## config.mk

```make
export PLATFORM = sky130hd
export DESIGN_NAME = control_unit
export DESIGN_NICKNAME = d
export VERILOG_FILES = /design/src/rtl/cpu_pkg.sv /design/src/rtl/cu_decoder.sv /design/src/rtl/control_unit.sv
export SDC_FILE = /design/constraint.sdc
export NUM_CORES = 1
export LEC_CHECK = 0
export CAP_MARGIN = 20
export CELL_PAD_IN_SITES_DETAIL_PLACEMENT = 0
export CELL_PAD_IN_SITES_GLOBAL_PLACEMENT = 2
export CORE_MARGIN = 5
export CORE_UTILIZATION = 15
export CTS_BUF_LIST = sky130_fd_sc_hd__clkbuf_4 sky130_fd_sc_hd__clkbuf_8 sky130_fd_sc_hd__clkbuf_16
export CTS_CLUSTER_DIAMETER = 200
export DETAILED_ROUTE_END_ITERATION = 12
export HOLD_SLACK_MARGIN = 0.03
export PLACE_DENSITY_LB_ADDON = 0.3
export SYNTH_ARGS = -nofsm -noshare
export SYNTH_HDL_FRONTEND = slang
export SYNTH_SLANG_ARGS = --single-unit
export TNS_END_PERCENT = 50
```

## constraint.sdc

```tcl
create_clock -name clk -period 1.7 [get_ports clk]
set_input_delay 0.34 -clock clk [delete_from_list [all_inputs] [get_ports clk]]
set_output_delay 0.34 -clock clk [all_outputs]
set_load 0.005 [all_outputs]
```

## src/rtl/cpu_pkg.sv

```systemverilog
// Shared definitions for the hardwired control unit: opcodes, FSM states,
// register/ALU function codes, ARF indices, mux selects and the control word.
package cpu_pkg;

   // ISA opcodes (IR[15:12])
   localparam logic [3:0] OP_ADD  = 4'h0, OP_SUB = 4'h1, OP_AND = 4'h2, OP_OR  = 4'h3;
   localparam logic [3:0] OP_XOR  = 4'h4, OP_NOT = 4'h5, OP_LSL = 4'h6, OP_LSR = 4'h7;
   localparam logic [3:0] OP_LDI  = 4'h8, OP_LDM = 4'h9, OP_STM = 4'hA, OP_LDAR = 4'hB;
   localparam logic [3:0] OP_BRA  = 4'hC, OP_BEQ = 4'hD, OP_NOP = 4'hE, OP_HLT  = 4'hF;

   typedef enum logic [2:0] {
      S_FETCH1 = 3'd0,
      S_FETCH2 = 3'd1,
      S_DECODE = 3'd2,
      S_EXEC1  = 3'd3,
      S_EXEC2  = 3'd4,
      S_HALT   = 3'd5
   } state_e;

   // Register function codes (IR, ARF, RF)
   localparam logic [1:0] FS_DEC = 2'b00, FS_INC = 2'b01, FS_LOAD = 2'b10, FS_CLEAR = 2'b11;

   // ALU function codes
   localparam logic [3:0] ALU_PASSA = 4'h0, ALU_NOT = 4'h2, ALU_ADD = 4'h4, ALU_SUB = 4'h5;
   localparam logic [3:0] ALU_AND   = 4'h7, ALU_OR  = 4'h8, ALU_XOR = 4'h9, ALU_LSL = 4'hB;
   localparam logic [3:0] ALU_LSR   = 4'hC;

   // ARF register indices
   localparam logic [1:0] ARF_PC = 2'd0, ARF_AR = 2'd1, ARF_SP = 2'd2;

   // RF/ARF input mux and ALU A mux selects
   localparam logic [1:0] MUX_ALU = 2'b00, MUX_MEM = 2'b01, MUX_IMM = 2'b10, MUX_ARFA = 2'b11;
   localparam logic       MUXC_ARF = 1'b0, MUXC_RF = 1'b1;

   typedef struct packed {
      logic       halted;
      logic [1:0] outasel;
      logic [1:0] outbsel;
      logic [1:0] funsel_ir;
      logic [1:0] funsel_arf;
      logic [1:0] funsel_rf;
      logic [3:0] funsel_alu;
      logic [3:0] regsel_rf;
      logic [3:0] regsel_arf;
      logic       wr_mem;
      logic       cs_mem;
      logic       ir_enable;
      logic       ir_lh;
      logic [1:0] muxsel_a;
      logic [1:0] muxsel_b;
      logic       muxsel_c;
      logic [2:0] rf_o1sel;
      logic [2:0] rf_o2sel;
      logic [3:0] rf_tsel;
   } ctrl_t;

   // Safe idle word: nothing enabled, memory deselected, funsels parked on LOAD
   localparam ctrl_t CTRL_IDLE = '{
      halted: 1'b0, outasel: ARF_PC, outbsel: ARF_PC,
      funsel_ir: FS_LOAD, funsel_arf: FS_LOAD, funsel_rf: FS_LOAD, funsel_alu: ALU_PASSA,
      regsel_rf: 4'b0000, regsel_arf: 4'b0000, wr_mem: 1'b0, cs_mem: 1'b1,
      ir_enable: 1'b0, ir_lh: 1'b0, muxsel_a: MUX_ALU, muxsel_b: MUX_ALU,
      muxsel_c: MUXC_ARF, rf_o1sel: 3'd0, rf_o2sel: 3'd0, rf_tsel: 4'b0000
   };

   function automatic logic [3:0] onehot4(input logic [1:0] idx);
      return 4'b0001 << idx;
   endfunction

   // ALU-class opcodes 0-7 map to ALU function codes
   function automatic logic [3:0] alu_code(input logic [2:0] op);
      logic [3:0] c;
      c = ALU_PASSA;
      case (op)
         3'd0: c = ALU_ADD;
         3'd1: c = ALU_SUB;
         3'd2: c = ALU_AND;
         3'd3: c = ALU_OR;
         3'd4: c = ALU_XOR;
         3'd5: c = ALU_NOT;
         3'd6: c = ALU_LSL;
         3'd7: c = ALU_LSR;
         default: c = ALU_PASSA;
      endcase
      return c;
   endfunction

endpackage

```

## src/rtl/cu_decoder.sv

```systemverilog
// Combinational decode of (state, IR high byte, zq) into the full control word.
module cu_decoder
   import cpu_pkg::*;
#(
   parameter bit FETCH_HI_FIRST = 1'b1
) (
   input  state_e     state_i,
   input  logic [7:0] ir_i,
   input  logic       zq_i,
   output ctrl_t      ctrl_o
);

   logic [3:0] op;
   logic [1:0] rd, rs;
   assign op = ir_i[7:4];
   assign rd = ir_i[3:2];
   assign rs = ir_i[1:0];

   // Moore control word: start from idle and enable only what the state needs
   always_comb begin
      ctrl_o = CTRL_IDLE;
      case (state_i)
         S_FETCH1, S_FETCH2: begin
            ctrl_o.cs_mem     = 1'b0;
            ctrl_o.wr_mem     = 1'b0;
            ctrl_o.outasel    = ARF_PC;
            ctrl_o.ir_enable  = 1'b1;
            ctrl_o.ir_lh      = (state_i == S_FETCH1) ? FETCH_HI_FIRST : !FETCH_HI_FIRST;
            ctrl_o.funsel_ir  = FS_LOAD;
            ctrl_o.funsel_arf = FS_INC;
            ctrl_o.regsel_arf = onehot4(ARF_PC);
         end
         S_EXEC1: begin
            if (!op[3]) begin
               ctrl_o.muxsel_c   = MUXC_RF;
               ctrl_o.rf_o1sel   = {1'b0, rd};
               ctrl_o.rf_o2sel   = {1'b0, rs};
               ctrl_o.funsel_alu = alu_code(op[2:0]);
               ctrl_o.muxsel_a   = MUX_ALU;
               ctrl_o.regsel_rf  = onehot4(rd);
               ctrl_o.funsel_rf  = FS_LOAD;
            end else begin
               case (op)
                  OP_LDI: begin
                     ctrl_o.muxsel_a  = MUX_IMM;
                     ctrl_o.regsel_rf = onehot4(rd);
                  end
                  OP_LDM: begin
                     ctrl_o.outasel = ARF_AR;
                     ctrl_o.cs_mem  = 1'b0;
                  end
                  // Address and data settle here; memory stays deselected
                  OP_STM: begin
                     ctrl_o.outasel    = ARF_AR;
                     ctrl_o.muxsel_c   = MUXC_RF;
                     ctrl_o.rf_o1sel   = {1'b0, rs};
                     ctrl_o.funsel_alu = ALU_PASSA;
                  end
                  OP_LDAR: begin
                     ctrl_o.muxsel_b   = MUX_IMM;
                     ctrl_o.regsel_arf = onehot4(ARF_AR);
                     ctrl_o.funsel_arf = FS_LOAD;
                  end
                  OP_BRA: begin
                     ctrl_o.muxsel_b   = MUX_IMM;
                     ctrl_o.regsel_arf = onehot4(ARF_PC);
                     ctrl_o.funsel_arf = FS_LOAD;
                  end
                  OP_BEQ: begin
                     if (zq_i) begin
                        ctrl_o.muxsel_b   = MUX_IMM;
                        ctrl_o.regsel_arf = onehot4(ARF_PC);
                        ctrl_o.funsel_arf = FS_LOAD;
                     end
                  end
                  default: ;
               endcase
            end
         end
         S_EXEC2: begin
            case (op)
               OP_LDM: begin
                  ctrl_o.outasel   = ARF_AR;
                  ctrl_o.cs_mem    = 1'b0;
                  ctrl_o.muxsel_a  = MUX_MEM;
                  ctrl_o.regsel_rf = onehot4(rd);
               end
               OP_STM: begin
                  ctrl_o.outasel    = ARF_AR;
                  ctrl_o.muxsel_c   = MUXC_RF;
                  ctrl_o.rf_o1sel   = {1'b0, rs};
                  ctrl_o.funsel_alu = ALU_PASSA;
                  ctrl_o.cs_mem     = 1'b0;
                  ctrl_o.wr_mem     = 1'b1;
               end
               default: ;
            endcase
         end
         S_HALT:  ctrl_o.halted = 1'b1;
         default: ;
      endcase
   end

endmodule

```

## src/rtl/control_unit.sv

```systemverilog
// Multi-cycle sequencer: holds the FSM and the zero flag, delegates the
// control word to cu_decoder, and forces a safe idle word while in reset.
module control_unit
   import cpu_pkg::*;
#(
   parameter bit FETCH_HI_FIRST = 1'b1
) (
   input  logic        clk,
   input  logic        rst_n,
   input  logic [15:0] ir_out,
   input  logic [3:0]  alu_flag,
   output logic        halted,
   output logic [1:0]  outasel,
   output logic [1:0]  outbsel,
   output logic [1:0]  funsel_ir,
   output logic [1:0]  funsel_arf,
   output logic [1:0]  funsel_rf,
   output logic [3:0]  funsel_alu,
   output logic [3:0]  regsel_rf,
   output logic [3:0]  regsel_arf,
   output logic        wr_mem,
   output logic        cs_mem,
   output logic        ir_enable,
   output logic        ir_lh,
   output logic [1:0]  muxsel_a,
   output logic [1:0]  muxsel_b,
   output logic        muxsel_c,
   output logic [2:0]  rf_o1sel,
   output logic [2:0]  rf_o2sel,
   output logic [3:0]  rf_tsel
);

   state_e     state_q, state_d;
   logic       zq_q, zq_d;
   ctrl_t      dec_ctrl, ctrl;
   logic [3:0] op;
   logic       unused_in;

   assign op        = ir_out[15:12];
   assign unused_in = ^{ir_out[7:0], alu_flag[2:0]};

   // State and zero-flag registers
   always_ff @(posedge clk or negedge rst_n) begin
      if (!rst_n) begin
         state_q <= S_FETCH1;
         zq_q    <= 1'b0;
      end else begin
         state_q <= state_d;
         zq_q    <= zq_d;
      end
   end

   // Next state; zq captures Z only at the end of an ALU-op EXEC1
   always_comb begin
      state_d = state_q;
      zq_d    = zq_q;
      case (state_q)
         S_FETCH1: state_d = S_FETCH2;
         S_FETCH2: state_d = S_DECODE;
         S_DECODE: state_d = S_EXEC1;
         S_EXEC1: begin
            if (!op[3]) zq_d = alu_flag[3];
            if (op == OP_LDM || op == OP_STM) state_d = S_EXEC2;
            else if (op == OP_HLT)            state_d = S_HALT;
            else                              state_d = S_FETCH1;
         end
         S_EXEC2: state_d = S_FETCH1;
         S_HALT:  state_d = S_HALT;
         default: state_d = S_FETCH1;
      endcase
   end

   cu_decoder #(.FETCH_HI_FIRST(FETCH_HI_FIRST)) u_dec (
      .state_i (state_q),
      .ir_i    (ir_out[15:8]),
      .zq_i    (zq_q),
      .ctrl_o  (dec_ctrl)
   );

   // Reset overrides combinationally so a write in flight is cut off at once
   assign ctrl = rst_n ? dec_ctrl : CTRL_IDLE;

   assign halted     = ctrl.halted;
   assign outasel    = ctrl.outasel;
   assign outbsel    = ctrl.outbsel;
   assign funsel_ir  = ctrl.funsel_ir;
   assign funsel_arf = ctrl.funsel_arf;
   assign funsel_rf  = ctrl.funsel_rf;
   assign funsel_alu = ctrl.funsel_alu;
   assign regsel_rf  = ctrl.regsel_rf;
   assign regsel_arf = ctrl.regsel_arf;
   assign wr_mem     = ctrl.wr_mem;
   assign cs_mem     = ctrl.cs_mem;
   assign ir_enable  = ctrl.ir_enable;
   assign ir_lh      = ctrl.ir_lh;
   assign muxsel_a   = ctrl.muxsel_a;
   assign muxsel_b   = ctrl.muxsel_b;
   assign muxsel_c   = ctrl.muxsel_c;
   assign rf_o1sel   = ctrl.rf_o1sel;
   assign rf_o2sel   = ctrl.rf_o2sel;
   assign rf_tsel    = ctrl.rf_tsel;

endmodule
```

==> results of run 1 <==
[worst paths after layout]
path | from | end | slack [ns] | depth (start not counted)
worst max-delay path | state_q[0] | regsel_rf[2] | -0.30 | 6
worst max register to register | state_q[1] | zq_q | 0.30 | 4
worst min-delay path | rst_n | zq_q | 0.25 | 2
max in group asynchronous | rst_n | state_q[0] | 1.31 | 2
worst min register to register | zq_q | zq_q | 0.53 | 1
min in group clk | zq_q | zq_q | 0.53 | 1
[per-layer routing]
metal | global-route usage | routed length [µm] | up-vias
met5 | 0 | 0 | -
met4 | 0.02492 | 0 | 0
met3 | 0.01316 | 200 | 0
met2 | 0.1792 | 1681 | 35
met1 | 0.1001 | 1144 | 465
li1 | - | - | 465
[state kept, by name, summed over array words and instances (netlist names)]
register,flops
state_q,3
zq_q,1
[metrics by stage]
stage | setup WS, ns | area, µm²
after floorplan | -0.04455 | 823.3
after global placement | -1.064 | 1318
after detailed placement | -1.191 | 1318
after CTS | -0.2889 | 1553
after global routing | -0.3626 | 1688
final | -0.3000 | 1688
[cells in the final DEF, fill, tap and decap left out, types with 2 or more instances in the layout]
| cell | synthesis | routed |
|---|---|---|
| nand2_1 | 4 | 2 |
| buf_2 | 2 | 22 |
| nor2b_1 | 2 | 2 |
| ha_4 | 0 | 3 |
| nand2_4 | 0 | 2 |
| buf_4 | 19 | 28 |
| clkdlybuf4s50_1 | 0 | 6 |
| clkbuf_8 | 0 | 3 |
| conb_1 | 2 | 16 |
| dfrtp_2 | 0 | 3 |
| a2111oi_4 | 0 | 4 |
| mux2i_1 | 2 | 2 |
| a21oi_1 | 3 | 2 |
| a32oi_1 | 2 | 2 |
| nor2_2 | 0 | 3 |
| nor2_4 | 0 | 8 |
| inv_2 | 0 | 2 |
| dlymetal6s2s_1 | 0 | 2 |
| and3_1 | 3 | 2 |
| ha_1 | 5 | 2 |
| and2b_2 | 0 | 2 |
| buf_6 | 0 | 17 |
| clkbuf_2 | 0 | 2 |
| nor2_1 | 15 | 4 |
| inv_1 | 7 | 5 |
| a21o_1 | 2 | 2 |
| nand2b_4 | 0 | 2 |
[logic make-up (layout without fill, tap and decap cells)]
logic type	count (synthesis)	in the layout	synth area share
XOR/XNOR	1	1	0.01137
buffers and inverters	29	89	0.2370
flip-flops	4	4	0.1299
adder cells (fa/ha/maj)	5	5	0.08117
AND/OR/NAND/NOR	41	41	0.3230
multiplexers	3	3	0.04058
AO/OA/AOI/OAI	16	16	0.1672
other	2	16	0.009744
[power by group through the flow]
stage	Clock (mW)	Combinational, mW	Sequential, mW
finish	0.202	0.925	0.209
global route	0.216	1.00	0.215
CTS	0.205	0.840	0.192
detailed placement	0	0.647	0.192
global placement	0	0.642	0.195
floorplan	0	0.377	0.154
[timing repair]
action	in CTS	in global routing
setup endpoints to repair	26	26
gates resized for setup	150	31
hold buffers	0	0
buffers inserted	12	4
pin swaps	18	19
[area by class of cell]
cell class                 instances  area [µm²]
clock buffer                       3       41.29
fill                             533        3354
inverter                           7       26.28
multi-input combinational         82       793.3
sequential                         4       103.9
tap                               70       87.58
timing repair buffer              79       635.6
==> flow_summary.json, run 1 <==
{
  "period_needed_ns": 2.000,
  "worst_setup_path_start_kind": "flop",
  "ys_seq_area_frac": 0.1299,
  "finalSetupViolations": 22,
  "cpPeakStageDelay_ns": 0.44,
  "synth.avg_cell_area_um2": 7.631,
  "fin_cells": 245,
  "switching_share": 0.4031,
  "io_pins": 64,
  "synthTopCellsByCount": "19 x buf_4, 15 x nor2_1, 7 x inv_1, 5 x ha_1",
  "core_um2": 5042,
  "hold_viol_final": 0,
  "crit_type": "reg2out",
  "slowest_stage": "dfrtp_2",
  "clockBufferDepth": 2,
  "hold_class": "in2async",
  "power_frac_comb": 0.692,
  "path_delay_family": "flip-flops",
  "grt_max_degree": 11,
  "synth_edf_count": 0,
  "cts_made_buffers": 3,
  "synth_cells": 101,
  "grt_pass1_vias": 1006,
  "antenna_found_initial": 0,
  "drt_wl_total_um": 3026,
  "finalSetupTns_ns": -3.294,
  "via_per_inst": 3.939,
  "worstPathRequired_ns": 1.36,
  "ctsHtreeMaxLevel": 1,
  "dp_hpwl_um": 2183,
  "synth_area_leaders": "buf_4 19%, dfrtp_1 13%, ha_1 8.1%",
  "cts.sink_count": 4,
  "cp.arrival_ns": 1.66,
  "post-route-util": 0.3347,
  "cts_tree": "yes",
  "start_util": 0.1529,
  "grt_pass1_wl_um": 4754,
  "p_int_uw": 797.7,
  "cp_num_buf_inv": 3,
  "hold_slack_ns": 0.2511,
  "fp-row-count": 26,
  "antenna-diode-count": 0,
  "place.gp.congestion": 0.6872,
  "layout-drive-gt1-share": 0.6571,
  "clockRootBuffer": "clkbuf_8",
  "insertion_delay_ns": 0.22,
  "switchingPower_uw": 538.8,
  "powerDensity_nw_per_um2": 791.8,
  "synth_seq_cells": 4,
  "synth_top_area_frac": 0.1851,
  "syn2layout_area_growth_pct": 119.0,
  "ant_nets": 0,
  "wl_per_cell_um": 12.35,
  "port-buffer-count": 36,
  "netlist_area_um2": 770.7,
  "crit_top_cell": "buf_6",
  "clock_skew_ns": 0.003228,
  "dr.first_iter.drc_count": 44,
  "yosys.cell_count.top_type": "buf_4",
  "fmax_ghz": 0.5000,
  "path_max_fanout": 6,
  "worstPathCellList": "and4bb_1, buf_6, nor2_4, buf_6, a2111oi_4, buf_2",
  "post-place-cells": 226,
  "violations": "setup timing",
  "power.total_mw": 1.337,
  "track_usage": 0.09112,
  "rsz0062_at_grt": "true",
  "die_area_um2": 6672,
  "worst_slack_ns": -0.3000,
  "clkPwrFrac": 0.151,
  "ys.flop_type": "dfrtp_1",
  "async_flop_share": 1.000,
  "seq_power_share": 0.156,
  "clk_pin_slew_ns": 0.03,
  "nNetsFinal": 204,
  "gr-total-overflow": 0,
  "yosysWarnings": 0,
  "firstDrtPassIters": 4,
  "cap_violations": 0,
  "cellLeakagePower_nw": 0.8440,
  "setup.worst_path.end_class": "output port",
  "synth_cell_types": 36,
  "min_period_over_period": 1.176,
  "dr_total_vias": 965,
  "drv_slew": 0,
  "die_x_um": 81.68,
  "status": "finished with violations",
  "drc": 0,
  "vdd_drop_max_mv": 0.2297,
  "yosysTopAreaCell": "buf_4",
  "die_h_um": 81.68
}
Note: power is estimated with default switching activity, not from simulation.
==> run 2, diff against run 1 <==
- PLACE_DENSITY_LB_ADDON: 0.3 -> 0.1
==> flow_summary.json, run 2 (same netlist as run 1, synthesis figures left out) <==
{
  "antenna-diode-count": 0,
  "clockBufferDepth": 2,
  "cpPeakStageDelay_ns": 0.38,
  "grt_pass1_vias": 971,
  "clockRootBuffer": "clkbuf_8",
  "mostFrequentLayoutCells": "29 x buf_4, 21 x buf_2, 17 x buf_6",
  "regMostFlops": "state_q",
  "path_max_fanout": 4,
  "setup.worst_path.end_class": "output port",
  "cellLeakagePower_nw": 0.8767,
  "ctsHoldBuffers": 0,
  "worstPathRequired_ns": 1.36,
  "fmax_ghz": 0.5104,
  "drt_wl_total_um": 3008,
  "min_period_over_period": 1.152,
  "insertion_delay_ns": 0.21,
  "worst_slack_ns": -0.2591,
  "grt_pass1_wl_um": 4698,
  "largest_reg_flops": 3,
  "io_pins": 64,
  "period_needed_ns": 1.959,
  "syn2layout_area_growth_pct": 126.1,
  "core_um2": 5042,
  "cp_num_buf_inv": 3,
  "slowest_stage": "a211o_4",
  "worst_setup_path_start_kind": "primary input",
  "cp.arrival_ns": 1.62,
  "powerDensity_nw_per_um2": 793.4,
  "port-buffer-count": 36,
  "firstDrtPassIters": 2,
  "dp_hpwl_um": 2332,
  "post-place-ws_ns": -1.129,
  "power.total_mw": 1.383,
  "antenna_found_initial": 0,
  "worstPathCellList": "buf_6, inv_2, ha_4, nand2b_4, a211o_4, a2111oi_4, buf_2",
  "cts_made_buffers": 3,
  "violations": "setup timing",
  "path_delay_family": "compound AO/OA/AOI/OAI gates",
  "ctsHtreeMaxLevel": 1,
  "layout-drive-gt1-share": 0.6313,
  "drv_slew": 0,
  "nFillCells": 556,
  "die_h_um": 81.68,
  "reg_top3": "state_q: 3 flops, zq_q: 1 flops",
  "final_common_cell": "buf_4",
  "dr.first_iter.drc_count": 25,
  "vdd_drop_max_mv": 0.3048,
  "multiInputGateArea_um2": 780.7,
  "start_util": 0.1529,
  "dr_total_vias": 968,
  "hold_slack_ns": 0.2067,
  "wl_per_cell_um": 12.08,
  "status": "finished with violations",
  "grt_max_degree": 9,
  "cts.sink_count": 4,
  "finalSetupViolations": 22,
  "place.gp.congestion": 0.7013,
  "regArea_um2": 102.6,
  "drc": 0,
  "via_per_inst": 3.888,
  "cap_violations": 0,
  "clock_skew_ns": 0.001749,
  "gr-total-overflow": 0,
  "die_area_um2": 6672,
  "crit_type": "in2out",
  "track_usage": 0.09219,
  "clk_pin_slew_ns": 0.03,
  "cts_tree": "yes",
  "hold_viol_final": 0,
  "fp-row-count": 26,
  "hold_class": "in2async",
  "nNetsFinal": 208,
  "die_x_um": 81.68,
  "ant_nets": 0,
  "rsz0062_at_grt": "true"
}
[run 2: cell types whose count changed in the layout (fill, tap and decap cells not counted), sizes merged]
cell and delta:
clkdlybuf4s50 -1, dlygate4sd2 +1, buf +2, clkbuf -1, dlymetal6s2s +2, clkdlybuf4s15 +1
[run 2: per-stage QoR]
step	utilization	instances	TNS [ns]	cell area [µm²]
final	0.3457	249	-3.029	1743
after global placement	0.2643	228	-19.45	1333
after floorplan	-	115	-0.1337	823.3
after detailed placement	0.2643	228	-19.33	1333
after global routing	0.3457	249	-4.326	1743
after CTS	0.3243	244	-3.769	1635
[run 2: repair_timing]
| item | in CTS | in global routing |
|---|---|---|
| pin swaps | 19 | 13 |
| gates resized for setup | 150 | 24 |
| endpoints found under the setup margin | 26 | 26 |
| setup buffers | 13 | 5 |
| cloned | 0 | 0 |
[run 2: layer usage]
metal / track usage / routed length (µm) / vias up
met3: 0.02632 / 179 / 4
met4: 0.02492 / 25 / 0
met5: 0 / 0 / -
met1: 0.1163 / 1318 / 459
met2: 0.1531 / 1485 / 26
li1: - / - / 479
[run 2: final timing paths]
| check | startpoint | end | cells after the start | slack [ns] |
|---|---|---|---|---|
| worst max-delay path | ir_out[12] | regsel_rf[0] | 7 | -0.26 |
| worst min-delay path | rst_n | zq_q | 2 | 0.21 |
| worst max register to register | state_q[2] | zq_q | 5 | 0.15 |
| worst min register to register | zq_q | zq_q | 1 | 0.53 |
| max in group asynchronous | rst_n | state_q[2] | 2 | 1.33 |
| min in group clk | zq_q | zq_q | 1 | 0.53 |
[run 2: layout make-up]
type,count,area share
clock buffer,3,0.02369
sequential,4,0.05887
inverter,7,0.01651
timing repair buffer,83,0.4027
multi-input combinational,82,0.4480
tap,70,0.05025
[run 2: power breakdown]
part           internal [mW]  switching (mW)
Clock                  0.150          0.0435
Combinational          0.574           0.421
Sequential             0.143          0.0509
==> run 3, diff against run 2 <==
--- a/config.mk
+++ b/config.mk
@@ -6,9 +6,10 @@
 export NUM_CORES = 1
 export LEC_CHECK = 0
+export ABC_AREA = 1
 export CAP_MARGIN = 20
 export CELL_PAD_IN_SITES_DETAIL_PLACEMENT = 0
 export CELL_PAD_IN_SITES_GLOBAL_PLACEMENT = 2
 export CORE_MARGIN = 5
-export CORE_UTILIZATION = 15
+export CORE_UTILIZATION = 14
 export CTS_BUF_LIST = sky130_fd_sc_hd__clkbuf_4 sky130_fd_sc_hd__clkbuf_8 sky130_fd_sc_hd__clkbuf_16
 export CTS_CLUSTER_DIAMETER = 200
==> constraint.sdc (replaced) <==
create_clock -name clk -period 1.7 [get_ports clk]
set_input_delay 0.425 -clock clk [delete_from_list [all_inputs] [get_ports clk]]
set_output_delay 0.425 -clock clk [all_outputs]
set_load 0.005 [all_outputs]
==> flow_summary.json, run 3 <==
{
  "drv_slew": 0,
  "wl_per_cell_um": 10.34,
  "layout-drive-gt1-share": 0.6520,
  "reg_top3": "state_q: 3 flops, zq_q: 1 flops",
  "netlist_area_um2": 812.0,
  "min_period_over_period": 1.094,
  "gr-total-overflow": 0,
  "path_max_fanout": 4,
  "clockRootBuffer": "clkbuf_8",
  "largest_reg_flops": 3,
  "async_flop_share": 1.000,
  "mostFrequentLayoutCells": "47 x buf_4, 25 x buf_2, 18 x nand2_1",
  "final_common_cell": "buf_4",
  "track_usage": 0.08389,
  "clock_skew_ns": 0.003739,
  "post-place-cells": 277,
  "synth_cells": 139,
  "nNetsFinal": 256,
  "reg2reg_depth": 5,
  "regArea_um2": 103.9,
  "fin_cells": 299,
  "path_delay_family": "flip-flops",
  "regMostFlops": "state_q",
  "multiInputGateArea_um2": 745.7,
  "crit_type": "reg2out",
  "cts_tree": "yes",
  "wl_met1_um": 1346,
  "grt_max_degree": 7,
  "yosysWarnings": 0,
  "die_area_um2": 7424,
  "maxUsedRoutingLayer": "met4",
  "synth_top_area_frac": 0.1572,
  "period_needed_ns": 1.860,
  "clk_pin_slew_ns": 0.03,
  "crit_top_cell": "nand2_4",
  "die_h_um": 86.16,
  "port-buffer-count": 36,
  "post-route-util": 0.3127,
  "slowest_stage": "dfrtp_2",
  "cp_num_buf_inv": 3,
  "vdd_drop_max_mv": 0.1346,
  "ys.flop_type": "dfrtp_1",
  "worst_slack_ns": -0.1598,
  "nFillCells": 635,
  "synth_seq_cells": 4,
  "yosys.cell_count.top_type": "nand2_1",
  "insertion_delay_ns": 0.22,
  "worstPathRequired_ns": 1.27,
  "synthTopCellsByCount": "28 x nand2_1, 22 x inv_1, 22 x nor2_1, 17 x buf_4, 7 x nand2_2",
  "dp_hpwl_um": 2454,
  "yosysTopAreaCell": "buf_4",
  "core_um2": 5574,
  "r2r_start": "state_q[2]",
  "via_per_inst": 3.579,
  "place_area_um2": 1438,
  "cpPeakStageDelay_ns": 0.44,
  "fp-row-count": 27,
  "cap_violations": 0,
  "finalSetupTns_ns": -2.307,
  "stdcell_area_um2": 1743,
  "drc": 0,
  "dr.first_iter.drc_count": 11,
  "synth_cell_types": 24,
  "cts.sink_count": 4,
  "powerDensity_nw_per_um2": 257.5,
  "clockBufferDepth": 2,
  "cts_made_buffers": 3,
  "worstPathCellList": "nor2_4, nand2_4, inv_2, nand2_2, nand2_4, nand2_1, inv_1, dlygate4sd2_1",
  "cp.arrival_ns": 1.43,
  "hold_class": "in2async",
  "ctsHoldBuffers": 0,
  "syn2layout_area_growth_pct": 114.6,
  "wl_met3_um": 194,
  "io_pins": 64,
  "synth_edf_count": 0,
  "drt_wl_total_um": 3091,
  "rr_endpoint": "state_q[0]",
  "synth_area_leaders": "buf_4 16%, nand2_1 13%, dfrtp_1 12%",
  "grt_pass1_wl_um": 5112,
  "wl_met2_um": 1528,
  "power.total_uw": 448.8,
  "antenna_found_initial": 0,
  "cellLeakagePower_nw": 1.015,
  "worst_setup_path_start_kind": "flop",
  "ant_nets": 0,
  "grt_pass1_vias": 1053,
  "hold_viol_final": 0,
  "ys_seq_area_frac": 0.1233,
  "ctsHtreeMaxLevel": 1,
  "reg2reg_slack_ns": 0.55,
  "setup.worst_path.end_class": "output port",
  "rsz0062_at_grt": "true",
  "crit_start": "state_q[1]",
  "firstDrtPassIters": 4,
  "dr_total_vias": 1070,
  "status": "finished with violations",
  "die_x_um": 86.16,
  "start_util": 0.1457,
  "place.gp.congestion": 0.7145,
  "finalSetupViolations": 25,
  "antenna-diode-count": 0,
  "violations": "setup timing",
  "synth.avg_cell_area_um2": 5.842,
  "fmax_ghz": 0.5377
}
## run 3: final cells by class
| class | count | area share |
|---|---|---|
| timing repair buffer | 89 | 0.3754 |
| multi-input combinational | 105 | 0.4279 |
| sequential | 4 | 0.05958 |
| inverter | 26 | 0.06174 |
| tap | 72 | 0.05169 |
| clock buffer | 3 | 0.02369 |
## run 3: worst max-delay path by stage
stage | slack (ns) | end | cells after the start
final | -0.16 | muxsel_c | 8
after global routing | -0.24 | regsel_rf[2] | 9
after CTS | -0.23 | regsel_rf[2] | 8
after detailed placement | -0.90 | regsel_arf[0] | 8
after global placement | -0.92 | regsel_arf[0] | 8
after floorplan | 0.20 | ir_lh | 4
## run 3: where the power goes
part / internal [mW] / switching (mW) / total [mW]
sequential: 0.0959 / 0 / 0.0959
clock: 0.151 / 0.0483 / 0.199
combinational: 0.0737 / 0.0801 / 0.154
## run 3: tightest hold or removal path: cells and delay by family
family / cells / cell delay (ns)
buffers and inverters: 3 / 0.45
## run 3: timing repair
action / 4_1_cts / 5_1_grt
setup endpoints to repair: 28 / 26
pin swaps: 23 / 10
setup buffers: 14 / 7
gates resized for setup: 178 / 21
## run 3: metal layers
| layer | up-vias | GRT usage |
|---|---|---|
| met2 | 31 | 0.1500 |
| met5 | - | 0 |
| li1 | 566 | - |
| met1 | 471 | 0.1057 |
| met4 | 0 | 0.02158 |
| met3 | 2 | 0.009606 |
## run 3: metrics by stage
| stage | setup WS [ns] | hold WS [ns] |
|---|---|---|
| 6_report | -0.1598 | 0.3424 |
| 3_5_place_dp | -0.9044 | 0.4803 |
| 3_3_place_gp | -0.9197 | 0.4893 |
| 4_1_cts | -0.2279 | 0.3479 |
| 5_1_grt | -0.2433 | 0.3620 |
| 2_1_floorplan | 0.1962 | 0.1294 |
## run 3: cell families after synthesis
group | Yosys count | share of synthesized area
and+or+nand+nor | 73 | 0.4345
adders and majority gates | 5 | 0.07704
buffers and inverters | 44 | 0.2850
other | 2 | 0.009248
AOI/OAI and AO/OA | 11 | 0.07087
DFF | 4 | 0.1233
